### src/rtl/ysyx_24080006_pkg.sv
// ysyx_24080006 shared definitions used by the load/store unit.
//   lsu_mem_op_e : memory-operation class carried from EXU
//   lsu_exc_e    : exception code reported to WBU
//   F3_*         : RV32 load/store funct3 encodings
package ysyx_24080006_pkg;

  typedef enum logic [1:0] {
    MEM_NONE  = 2'b00,
    MEM_LOAD  = 2'b01,
    MEM_STORE = 2'b10,
    MEM_RSVD  = 2'b11
  } lsu_mem_op_e;

  typedef enum logic [1:0] {
    EXC_NONE        = 2'b00,
    EXC_LD_MISALIGN = 2'b01,
    EXC_ST_MISALIGN = 2'b10,
    EXC_ILLEGAL     = 2'b11
  } lsu_exc_e;

  localparam logic [2:0] F3_B  = 3'b000;
  localparam logic [2:0] F3_H  = 3'b001;
  localparam logic [2:0] F3_W  = 3'b010;
  localparam logic [2:0] F3_BU = 3'b100;
  localparam logic [2:0] F3_HU = 3'b101;

endpackage

### src/rtl/ysyx_24080006_lsu_align.sv
// Combinational load-data aligner and access checker.
//   rdata/load_addr_lo/load_funct3 -> load_data : lane extract + sign/zero extend
//   chk_mem_op/chk_funct3/chk_addr_lo -> illegal, misalign : decode-time checks
// The two port groups are independent: extraction works on the latched
// request, the checks work on the instruction being offered by EXU.
module ysyx_24080006_lsu_align
  import ysyx_24080006_pkg::*;
(
  input  logic [31:0] rdata,
  input  logic [1:0]  load_addr_lo,
  input  logic [2:0]  load_funct3,
  output logic [31:0] load_data,
  input  logic [1:0]  chk_mem_op,
  input  logic [2:0]  chk_funct3,
  input  logic [1:0]  chk_addr_lo,
  output logic        illegal,
  output logic        misalign
);

  logic [31:0] shifted;
  logic        is_load;
  logic        is_store;
  logic        f3_legal;

  // The bus word carries the addressed byte in its natural AXI lane.
  assign shifted = rdata >> {load_addr_lo, 3'b000};

  always_comb begin
    case (load_funct3)
      F3_B:    load_data = {{24{shifted[7]}}, shifted[7:0]};
      F3_H:    load_data = {{16{shifted[15]}}, shifted[15:0]};
      F3_BU:   load_data = {24'd0, shifted[7:0]};
      F3_HU:   load_data = {16'd0, shifted[15:0]};
      default: load_data = shifted;
    endcase
  end

  assign is_load  = (lsu_mem_op_e'(chk_mem_op) == MEM_LOAD);
  assign is_store = (lsu_mem_op_e'(chk_mem_op) == MEM_STORE);

  always_comb begin
    f3_legal = 1'b0;
    if (is_load)
      f3_legal = (chk_funct3 == F3_B) || (chk_funct3 == F3_H) || (chk_funct3 == F3_W) ||
                 (chk_funct3 == F3_BU) || (chk_funct3 == F3_HU);
    else if (is_store)
      f3_legal = (chk_funct3 == F3_B) || (chk_funct3 == F3_H) || (chk_funct3 == F3_W);
  end

  // Reserved mem_op is illegal regardless of funct3; NONE is never illegal.
  assign illegal = (lsu_mem_op_e'(chk_mem_op) == MEM_RSVD) || ((is_load || is_store) && !f3_legal);

  // Alignment only matters for a legal access; funct3[1:0] is the size.
  assign misalign = (is_load || is_store) && f3_legal &&
                    (((chk_funct3[1:0] == 2'b01) && chk_addr_lo[0]) ||
                     ((chk_funct3[1:0] == 2'b10) && (chk_addr_lo != 2'b00)));

endmodule

### src/rtl/ysyx_24080006_lsu.sv
// ysyx_24080006 load/store unit: EXU -> (DCU) -> WBU.
//   clock, reset           : core clock, asynchronous active-high reset
//   exu2lsu_valid/ready    : instruction handshake from EXU (exu_* fields)
//   lsu2dcu_valid/ready    : request handshake to DCU (dcu_* fields, registered)
//   lsu2dcu_ready/dcu2lsu_valid : response pulse from DCU with dcu_rdata
//   lsu2wbu_valid/ready    : result handshake to WBU (lsu_result/exc/badaddr)
module ysyx_24080006_lsu
  import ysyx_24080006_pkg::*;
(
  input  logic        clock,
  input  logic        reset,
  input  logic        exu2lsu_valid,
  output logic        lsu2exu_ready,
  input  logic [1:0]  exu_mem_op,
  input  logic [2:0]  exu_funct3,
  input  logic [31:0] exu_addr,
  input  logic [31:0] exu_wdata,
  input  logic [31:0] exu_result,
  output logic        lsu2wbu_valid,
  input  logic        wbu2lsu_ready,
  output logic [31:0] lsu_result,
  output logic [1:0]  lsu_exc,
  output logic [31:0] lsu_badaddr,
  output logic [31:0] dcu_addr,
  output logic [1:0]  dcu_size,
  output logic        dcu_write,
  output logic [31:0] dcu_wdata,
  input  logic [31:0] dcu_rdata,
  output logic        lsu2dcu_valid,
  output logic        lsu2dcu_ready,
  input  logic        dcu2lsu_valid,
  input  logic        dcu2lsu_ready
);

  typedef enum logic [1:0] {S_IDLE, S_REQ, S_WAIT, S_RESP} lsu_fsm_e;

  lsu_fsm_e    state_reg;
  logic [2:0]  funct3_reg;
  logic [31:0] load_data;
  logic        illegal;
  logic        misalign;

  // Handshake outputs are pure state decodes so reset removes them at once.
  assign lsu2exu_ready = (state_reg == S_IDLE);
  assign lsu2dcu_valid = (state_reg == S_REQ);
  assign lsu2dcu_ready = (state_reg == S_WAIT);
  assign lsu2wbu_valid = (state_reg == S_RESP);

  // dcu_addr[1:0] doubles as the latched byte offset for lane extraction.
  ysyx_24080006_lsu_align u_align (
    .rdata        (dcu_rdata),
    .load_addr_lo (dcu_addr[1:0]),
    .load_funct3  (funct3_reg),
    .load_data    (load_data),
    .chk_mem_op   (exu_mem_op),
    .chk_funct3   (exu_funct3),
    .chk_addr_lo  (exu_addr[1:0]),
    .illegal      (illegal),
    .misalign     (misalign)
  );

  always_ff @(posedge clock or posedge reset) begin
    if (reset) begin
      state_reg   <= S_IDLE;
      funct3_reg  <= 3'd0;
      lsu_result  <= 32'd0;
      lsu_exc     <= EXC_NONE;
      lsu_badaddr <= 32'd0;
      dcu_addr    <= 32'd0;
      dcu_size    <= 2'd0;
      dcu_write   <= 1'b0;
      dcu_wdata   <= 32'd0;
    end else begin
      case (state_reg)
        S_IDLE: begin
          if (exu2lsu_valid) begin
            funct3_reg  <= exu_funct3;
            lsu_result  <= 32'd0;
            lsu_exc     <= EXC_NONE;
            lsu_badaddr <= 32'd0;
            if (lsu_mem_op_e'(exu_mem_op) == MEM_NONE) begin
              lsu_result <= exu_result;
              state_reg  <= S_RESP;
            end else if (illegal) begin
              lsu_exc     <= EXC_ILLEGAL;
              lsu_badaddr <= exu_addr;
              state_reg   <= S_RESP;
            end else if (misalign) begin
              lsu_exc     <= (lsu_mem_op_e'(exu_mem_op) == MEM_STORE) ? EXC_ST_MISALIGN
                                                                      : EXC_LD_MISALIGN;
              lsu_badaddr <= exu_addr;
              state_reg   <= S_RESP;
            end else begin
              dcu_addr  <= exu_addr;
              dcu_size  <= exu_funct3[1:0];
              dcu_write <= (lsu_mem_op_e'(exu_mem_op) == MEM_STORE);
              dcu_wdata <= exu_wdata;
              state_reg <= S_REQ;
            end
          end
        end
        S_REQ: begin
          if (dcu2lsu_ready) state_reg <= S_WAIT;
        end
        S_WAIT: begin
          if (dcu2lsu_valid) begin
            lsu_result <= dcu_write ? 32'd0 : load_data;
            state_reg  <= S_RESP;
          end
        end
        S_RESP: begin
          if (wbu2lsu_ready) state_reg <= S_IDLE;
        end
        default: state_reg <= S_IDLE;
      endcase
    end
  end

`ifdef SIM_MODE
  always @(posedge clock) begin
    if (!reset)
      assert (!(dcu2lsu_valid && (state_reg != S_WAIT)))
        else $error("lsu: dcu2lsu_valid outside WAIT");
  end
`endif

endmodule
### config.mk
export PLATFORM = sky130hd
export DESIGN_NAME = ysyx_24080006_lsu
export DESIGN_NICKNAME = d
export VERILOG_FILES = /design/src/rtl/ysyx_24080006_pkg.sv /design/src/rtl/ysyx_24080006_lsu_align.sv /design/src/rtl/ysyx_24080006_lsu.sv
export SDC_FILE = /design/constraint.sdc
export NUM_CORES = 1
export LEC_CHECK = 0
export CAP_MARGIN = 15
export CORE_MARGIN = 2
export CORE_UTILIZATION = 55
export DETAILED_ROUTE_END_ITERATION = 6
export DONT_BUFFER_PORTS = 1
export PLACE_DENSITY = 0.8
export SLEW_MARGIN = 40
export SYNTH_ARGS = -nofsm -noshare
export SYNTH_HDL_FRONTEND = slang
export SYNTH_SLANG_ARGS = --single-unit
### constraint.sdc
create_clock -name clock -period 15.9 [get_ports clock]
set_clock_uncertainty 0.05 [all_clocks]
set_input_delay 4.77 -clock clock [delete_from_list [all_inputs] [get_ports clock]]
set_output_delay 4.77 -clock clock [all_outputs]
set_load 0.01 [all_outputs]
=== Yosys cells after proc, flatten, opt, wreduce, memory -nomap -nowiden ===
Index checks and enable logic that the tools add are counted.

* Register bits: 138
* Bits in latches: 0
* Memory bits (writable): 0
* ROM bits: 0
* Bits of input ports: 139
* Output and inout bits: 137
* Logic and storage cells: 78
* Memories: 0

* Add/sub/neg operators: 0
* $mul: 0
* Divide/modulo/power cells: 0
* Magnitude comparators: 0
* Equality and inequality tests: 19
* Shift-type cells: 1
* Mux-type cells: 23
* Bitwise gates (word level): 3
* Reductions and logical operators: 23

{| class="wikitable"
|+ Operators by type and width
! operator !! number
|-
| two-way mux 32 bit || 7
|-
| one-hot mux 32 bit (4 select lines) || 1
|-
| one-hot mux 32 bit (2 select lines) || 1
|-
| >> shifter 32 x 5 -> 32 bit || 1
|-
| two-way mux 2 bit || 11
|-
| equality test 3 bit (second input constant) || 4
|-
| equality test 2 bit (second input constant) || 5
|-
| one-hot mux 2 bit (4 select lines) || 1
|-
| logical OR 1 bit || 7
|-
| equality test 2 x 1 -> 1 bit (second input constant) || 3
|-
| equality test 3 x 1 -> 1 bit (second input constant) || 2
|-
| zero test 3 bit || 2
|-
| != test 2 x 1 -> 1 bit (second input constant) || 3
|-
| logical AND 1 bit || 5
|-
| AND reduction 5 bit || 1
|-
| zero test 2 bit || 2
|-
| AND reduction 4 bit || 1
|-
| nonzero test 2 bit || 2
|-
| equality test 3 x 2 -> 1 bit (second input constant) || 1
|-
| inverter 1 bit || 3
|-
| AND reduction 3 bit || 1
|-
| two-way mux 1 bit || 2
|-
| != test 2 bit (second input constant) || 1
|-
| AND reduction 2 bit || 1
|-
| zero test 1 bit || 1
|}

=== Longest topological paths before layout ===
* Depth in word-level cells: 13
* Depth in mapped cells: 9

=== Hierarchy ===
From an unflattened synthesis, not the netlist that was laid out.

* Cell total of the unflattened synthesis: 482
* Area total of the unflattened synthesis: 6403.6 µm²

{| class="wikitable"
|+ By module, submodules not included
! module !! instances !! cells an instance !! area an instance (µm²)
|-
| ysyx_24080006_lsu || 1 || 362 || 5616.6
|-
| ysyx_24080006_lsu_align || 1 || 120 || 787.0
|}

=== Worst setup path after synthesis ===
No wires, ideal clock.

* Path type: input to register
* Start: in exu_mem_op[0]
* End: reg dcu_size[1]
* Arrival: 6345 ps
* Slack: 9378 ps
* Cell stages on the path: 9
* Buffers on the path: 2
* Cells stage by stage: inv_1 ha_1 nor2b_1 o21ai_1 o21ai_1 nor4b_4 buf_4 buf_6 mux2_1

* Longest elaborated chain between the ends: 8
* Elaborated cells between the ends (all ways): 16
* Those cells by class: 3 x eq/ne; 2 x mux; 3 x bitwise; 8 x reduce/logical

{| class="wikitable"
|+ Ends and longest elaborated chain
! item !! line !! source
|-
| start, declared || ysyx_24080006_lsu.sv:14 || <nowiki>input logic [1:0] exu_mem_op,</nowiki>
|-
| equality test 2 bit * || ysyx_24080006_lsu_align.sv:39 || <nowiki>assign is_store = (lsu_mem_op_e'(chk_mem_op) == MEM_STORE);</nowiki>
|-
| net u_align.is_store || ysyx_24080006_lsu_align.sv:22 || <nowiki>logic is_store;</nowiki>
|-
| two-way mux 1 bit || ysyx_24080006_lsu_align.sv:46 || <nowiki>else if (is_store)</nowiki>
|-
| two-way mux 1 bit || ysyx_24080006_lsu_align.sv:43 || <nowiki>if (is_load)</nowiki>
|-
| zero test 1 bit || ysyx_24080006_lsu_align.sv:51 || <nowiki>assign illegal = (lsu_mem_op_e'(chk_mem_op) == MEM_RSVD) || ((is_load || is_store) && !f3_legal);</nowiki>
|-
| logical AND 1 bit || ysyx_24080006_lsu_align.sv:51 ||
|-
| logical OR 1 bit || ysyx_24080006_lsu_align.sv:51 ||
|-
| inverter 1 bit (no line) || - ||
|-
| AND reduction 5 bit (no line) * || - ||
|-
| end signal, assigned || ysyx_24080006_lsu.sv:95 || <nowiki>dcu_size <= exu_funct3[1:0];</nowiki>
|-
| end, declared || ysyx_24080006_lsu.sv:25 || <nowiki>output logic [1:0] dcu_size,</nowiki>
|}

Mark *: on every way through the listed nets, which the timed path passes. The rest lies on a longest branch.
A chain may end at the register's enable or synchronous reset.

=== Final worst setup path ===
* Start: in exu_mem_op[0]
* End: reg dcu_addr[27]

* Longest elaborated chain between the ends: 8
* Elaborated cells between the ends (all ways): 16
* Those cells by class: 3 x eq/ne; 2 x mux; 3 x bitwise; 8 x reduce/logical

{| class="wikitable"
|+ Ends and longest elaborated chain
! item !! line !! source
|-
| equality test 2 bit * || ysyx_24080006_lsu_align.sv:39 ||
|-
| net u_align.is_store || ysyx_24080006_lsu_align.sv:22 ||
|-
| two-way mux 1 bit || ysyx_24080006_lsu_align.sv:46 ||
|-
| two-way mux 1 bit || ysyx_24080006_lsu_align.sv:43 ||
|-
| zero test 1 bit || ysyx_24080006_lsu_align.sv:51 ||
|-
| logical AND 1 bit || ysyx_24080006_lsu_align.sv:51 ||
|-
| logical OR 1 bit || ysyx_24080006_lsu_align.sv:51 ||
|-
| inverter 1 bit (no line) || - ||
|-
| AND reduction 5 bit (no line) * || - ||
|-
| end signal, assigned || ysyx_24080006_lsu.sv:94 || <nowiki>dcu_addr <= exu_addr;</nowiki>
|-
| end, declared || ysyx_24080006_lsu.sv:24 || <nowiki>output logic [31:0] dcu_addr,</nowiki>
|}

Marked as above.

==> run summary <==
The switching power share of the total is 37.82%, and the area growth from synthesis to layout is 11.89%. The first global-routing pass estimated 23040 um of wire. The worst-case IR drop observed on VDD is 0.1245 mV. The row count came out at 38. For met1 alone, demand over resource in global routing was 30.61%.

The H-tree generated during clock tree synthesis spans 4 levels. Global routing consumed, on the met2 layer, 42.95% of the routing resources. The internal portion of the total power is 971.1 uW. The mapped netlist covers 6083 sq um. At the pin with the least slew margin, the transition time is 0.7985 ns. DRC marker count from the first detailed-route iteration: 380. The global routing stage identified its most utilized layer as met2.

The peak per-stage delay on the critical path works out to 0.69 ns. The area of the die was 11920 sq um. During I/O placement, the number of pins put on the boundary was 276. The clock passes through at most 2 buffers.

The logs give 46.57% for the tightest slew margin relative to the limit and 0 ns for the total negative setup slack. Leaving out fill and tap cells, the most frequent cells in the layout are sky130_fd_sc_hd__dfrtp_1, sky130_fd_sc_hd__mux2_2, sky130_fd_sc_hd__nand2_1. The total power was 1562 uW; the fraction of synthesis flops using an asynchronous set or reset pin was 100.0%. The core region is 10790 sq um. The portion of synthesized cell area occupied by the leading cell type is 56.77%. Synthesis produced a netlist with a net count of 637. TritonCTS built the clock tree.

The detail-routed via count per cell works out to 6.453. The standard cell with the maximum stage delay on the critical path was sky130_fd_sc_hd__buf_4. Dividing the final minimum period by the clock period gives 44.02%. In this run the power density over the cells is 229.4 nW/um^2. The tools report the final-report hold violation count as 0. Yosys attributes the largest share of cell area to sky130_fd_sc_hd__dfrtp_1, sky130_fd_sc_hd__mux2_2, sky130_fd_sc_hd__mux2_1. Synthesis instantiated 39 different standard cells from the library. The last weighted congestion value of the routability-driven placer is 0.7879.

Gate family responsible for the most delay along the worst path: buffers and inverters. The initial utilization of the core area, before any placement, comes to 56.36%. Summed over all layers, the routed wires come to 15760 um. The biggest fanout along the worst timing path works out to 59. The most numerous cell type found on the critical path is sky130_fd_sc_hd__o21ai_1. The number of inserted filler cells in the final layout was 821. Counting both buffers and inverters, the worst setup path holds a total of 2. For the finished layout, the period the worst path requires is 7.000 ns. The post-CTS setup repair buffer count was 0; the total of cells resized after clock tree synthesis was 0. In this run the power spent charging and discharging nets is 590.5 uW.

Summing over every cut layer, the via total after detailed routing is 4104. The tools report the number of warnings printed during yosys synthesis as 0. The logs give 0.1429 GHz for the fmax and 16.22 ns for the required arrival time at the worst endpoint. At the later pin of the worst-skew pair, clock insertion delay measures 0.49 ns. The worst hold path belongs to the class reg2reg. The largest net degree at the start of global routing is 73.

The total of max-cap violations was 0. Summing the sequential cell areas from Yosys gives 56.77% of the chip area. For the share of total power in sequential cells, the log shows 45.3%.

Among all flip-flop cells after synthesis, the most frequent one is sky130_fd_sc_hd__dfrtp_1. After clock tree synthesis, the clock-pin slew on the worst setup and hold paths is 0.06 ns. The run gives 5 as the number of search-and-repair iterations in the first detailed-routing pass. The leading cell type in the layout, fill and taps excluded is sky130_fd_sc_hd__dfrtp_1. The synthesized area per cell is 12.41 sq um, and the number of global-route vias before repair is 4261. The detailed placement HPWL is 11330 um. The horizontal die dimension is 109.2 um, and the hold buffer count at CTS is 0. The signal on the critical path passes through inv_1 > ha_1 > nor2b_1 > o21ai_1 > o21ai_1 > nor4b_4 > buf_4 > mux2_2.

The floorplan step set the die height to 109.2 um. The remaining antenna violation count after routing was 0; the initial antenna violation count was 1. In the routed design, unresolved DRC markers number 0. Summed over all cells, the static leakage comes to 0.003021 uW. sky130_fd_sc_hd__dfrtp_1 takes more of the synthesized area than any other cell.

Yosys mapped a number of flops with a built-in enable equal to 0. Final count of negative-setup-slack endpoints: 0. For this design, the sink count on the clock tree is 138.

The clock network power share is 26.6%. The share of total power dissipated in combinational logic is 28.1%. The count of input and output buffers was 0; the total CTS buffers was 17. The run finished with clean final reports. For the fraction of the core area covered by cells at the end of the flow, the log shows 63.07%. The root buffer cell chosen for the clock tree is sky130_fd_sc_hd__clkbuf_8.

Nature of the critical path startpoint: a primary input. Setup repair after global routing left no endpoint under its margin. At the worst endpoint, the arrival time is 7.32 ns.

The category of the most critical setup path is in2reg. The worst setup path is captured at a register. In the global route stage, met3 resource usage came out at 9.803%. The post-route netlist has 17.58% of its cells at a drive strength greater than 1. The post-layout net count is 629. The routed length per placed instance was 24.78 um; the number of instances in the synthesized netlist was 490. The total overflow reported by the global router is 0, and the final count of pins violating max slew is 0. The aggregate global-route resource usage was 26.01%; the count of state elements after synthesis was 138.
-- routing by layer --
| layer | up-vias | wire (um) | share of wire (%) |
|---|---|---|---|
| li1 | 1771 | - | - |
| met1 | 2042 | 5560 | 35 |
| met2 | 263 | 7891 | 50 |
| met3 | 28 | 1890 | 12 |
| met4 | 0 | 416 | 2.6 |
| met5 | - | 0 | 0 |
-- stage by stage --
step / instance area [sq um] / instances / setup slack (ns) / hold slack [ns]
after floorplan: 6083 / 490 / 7.384 / 0.4442
after global placement: 6156 / 603 / 8.510 / 0.4876
after detailed placement: 6161 / 603 / 8.358 / 0.4898
after CTS: 6793 / 635 / 8.880 / 0.5028
after global routing: 6807 / 636 / 8.659 / 0.5201
final: 6807 / 636 / 8.900 / 0.5051
-- worst reg2reg max path, cell delays in order, from the launching register on --
cell and delay, ns:
sky130_fd_sc_hd__dfrtp_1 0.41, sky130_fd_sc_hd__inv_1 0.12, sky130_fd_sc_hd__ha_1 0.38, sky130_fd_sc_hd__nand2_1 0.10
sky130_fd_sc_hd__buf_4 0.29, sky130_fd_sc_hd__nor4b_4 0.59, sky130_fd_sc_hd__buf_4 0.69, sky130_fd_sc_hd__mux2_2 0.47
-- power groups by stage --
| stage | logic [uW] | registers (uW) | clock network, uW |
|---|---|---|---|
| 2_1_floorplan | 364 | 655 | 0 |
| 3_3_place_gp | 413 | 705 | 0 |
| 3_5_place_dp | 441 | 711 | 0 |
| 4_1_cts | 439 | 709 | 423 |
| 5_1_grt | 484 | 726 | 442 |
| 6_report | 440 | 707 | 415 |
-- cells in the mapped netlist (2+ instances only) --
library cell and number:
sky130_fd_sc_hd__dfrtp_1 138, sky130_fd_sc_hd__mux2_2 40, sky130_fd_sc_hd__nand2_1 35, sky130_fd_sc_hd__a22o_1 34
sky130_fd_sc_hd__nor2_1 31, sky130_fd_sc_hd__mux2_1 30, sky130_fd_sc_hd__clkbuf_1 19, sky130_fd_sc_hd__mux2i_1 18
sky130_fd_sc_hd__a21oi_1 15, sky130_fd_sc_hd__nor2b_1 11, sky130_fd_sc_hd__o21ai_0 10, sky130_fd_sc_hd__inv_1 9
sky130_fd_sc_hd__nand4_1 9, sky130_fd_sc_hd__ha_1 8, sky130_fd_sc_hd__nand3_1 8, sky130_fd_sc_hd__o22ai_1 8
sky130_fd_sc_hd__a211o_1 7, sky130_fd_sc_hd__a32oi_1 7, sky130_fd_sc_hd__buf_2 7, sky130_fd_sc_hd__a211oi_1 6
sky130_fd_sc_hd__o221ai_1 6, sky130_fd_sc_hd__nand2b_1 5, sky130_fd_sc_hd__a221oi_1 4, sky130_fd_sc_hd__buf_6 4
sky130_fd_sc_hd__buf_1 3, sky130_fd_sc_hd__o21ai_1 3, sky130_fd_sc_hd__a2bb2oi_1 2, sky130_fd_sc_hd__o221ai_2 2
-- logic make-up (layout without fill, tap and decap cells) --
family / Yosys count / count (layout) / synth area share (%)
muxes: 89 / 89 / 16.29
AOI/OAI and AO/OA: 109 / 109 / 13.86
buffers and inverters: 43 / 48 / 3.352
other: 0 / 1 / 0
adders and majority gates: 8 / 8 / 1.645
DFF: 138 / 138 / 56.77
and+or+nand+nor: 103 / 103 / 8.083
-- cell type report --
type | instances | area, sq um | area share, %
antenna | 1 | 2.502 | 0.03676
clock buffer | 21 | 449.2 | 6.599
clock inverter | 11 | 182.7 | 2.684
inverter | 9 | 38.79 | 0.5699
multi-input combinational | 309 | 2447 | 35.96
sequential | 138 | 3455 | 50.75
tap | 140 | 175.2 | 2.574
timing repair buffer | 7 | 56.30 | 0.8272
-- final timing paths --
path | start | slack [ns] | to | depth (start not counted)
worst max-delay path | exu_mem_op[0] | 8.90 | dcu_addr[27]$_DFFE_PP0P_ | 8
min in group asynchronous | reset | 4.15 | dcu_addr[26]$_DFFE_PP0P_ | 1
worst min-delay path | funct3_reg[2]$_DFFE_PP0P_ | 0.51 | funct3_reg[2]$_DFFE_PP0P_ | 1
worst max register to register | state_reg[1]$_DFFE_PP0P_ | 12.67 | dcu_addr[27]$_DFFE_PP0P_ | 7
max in group asynchronous | reset | 10.53 | dcu_addr[1]$_DFFE_PP0P_ | 2
worst min register to register | funct3_reg[2]$_DFFE_PP0P_ | 0.51 | funct3_reg[2]$_DFFE_PP0P_ | 1
Note: power is estimated with default switching activity, not from simulation.
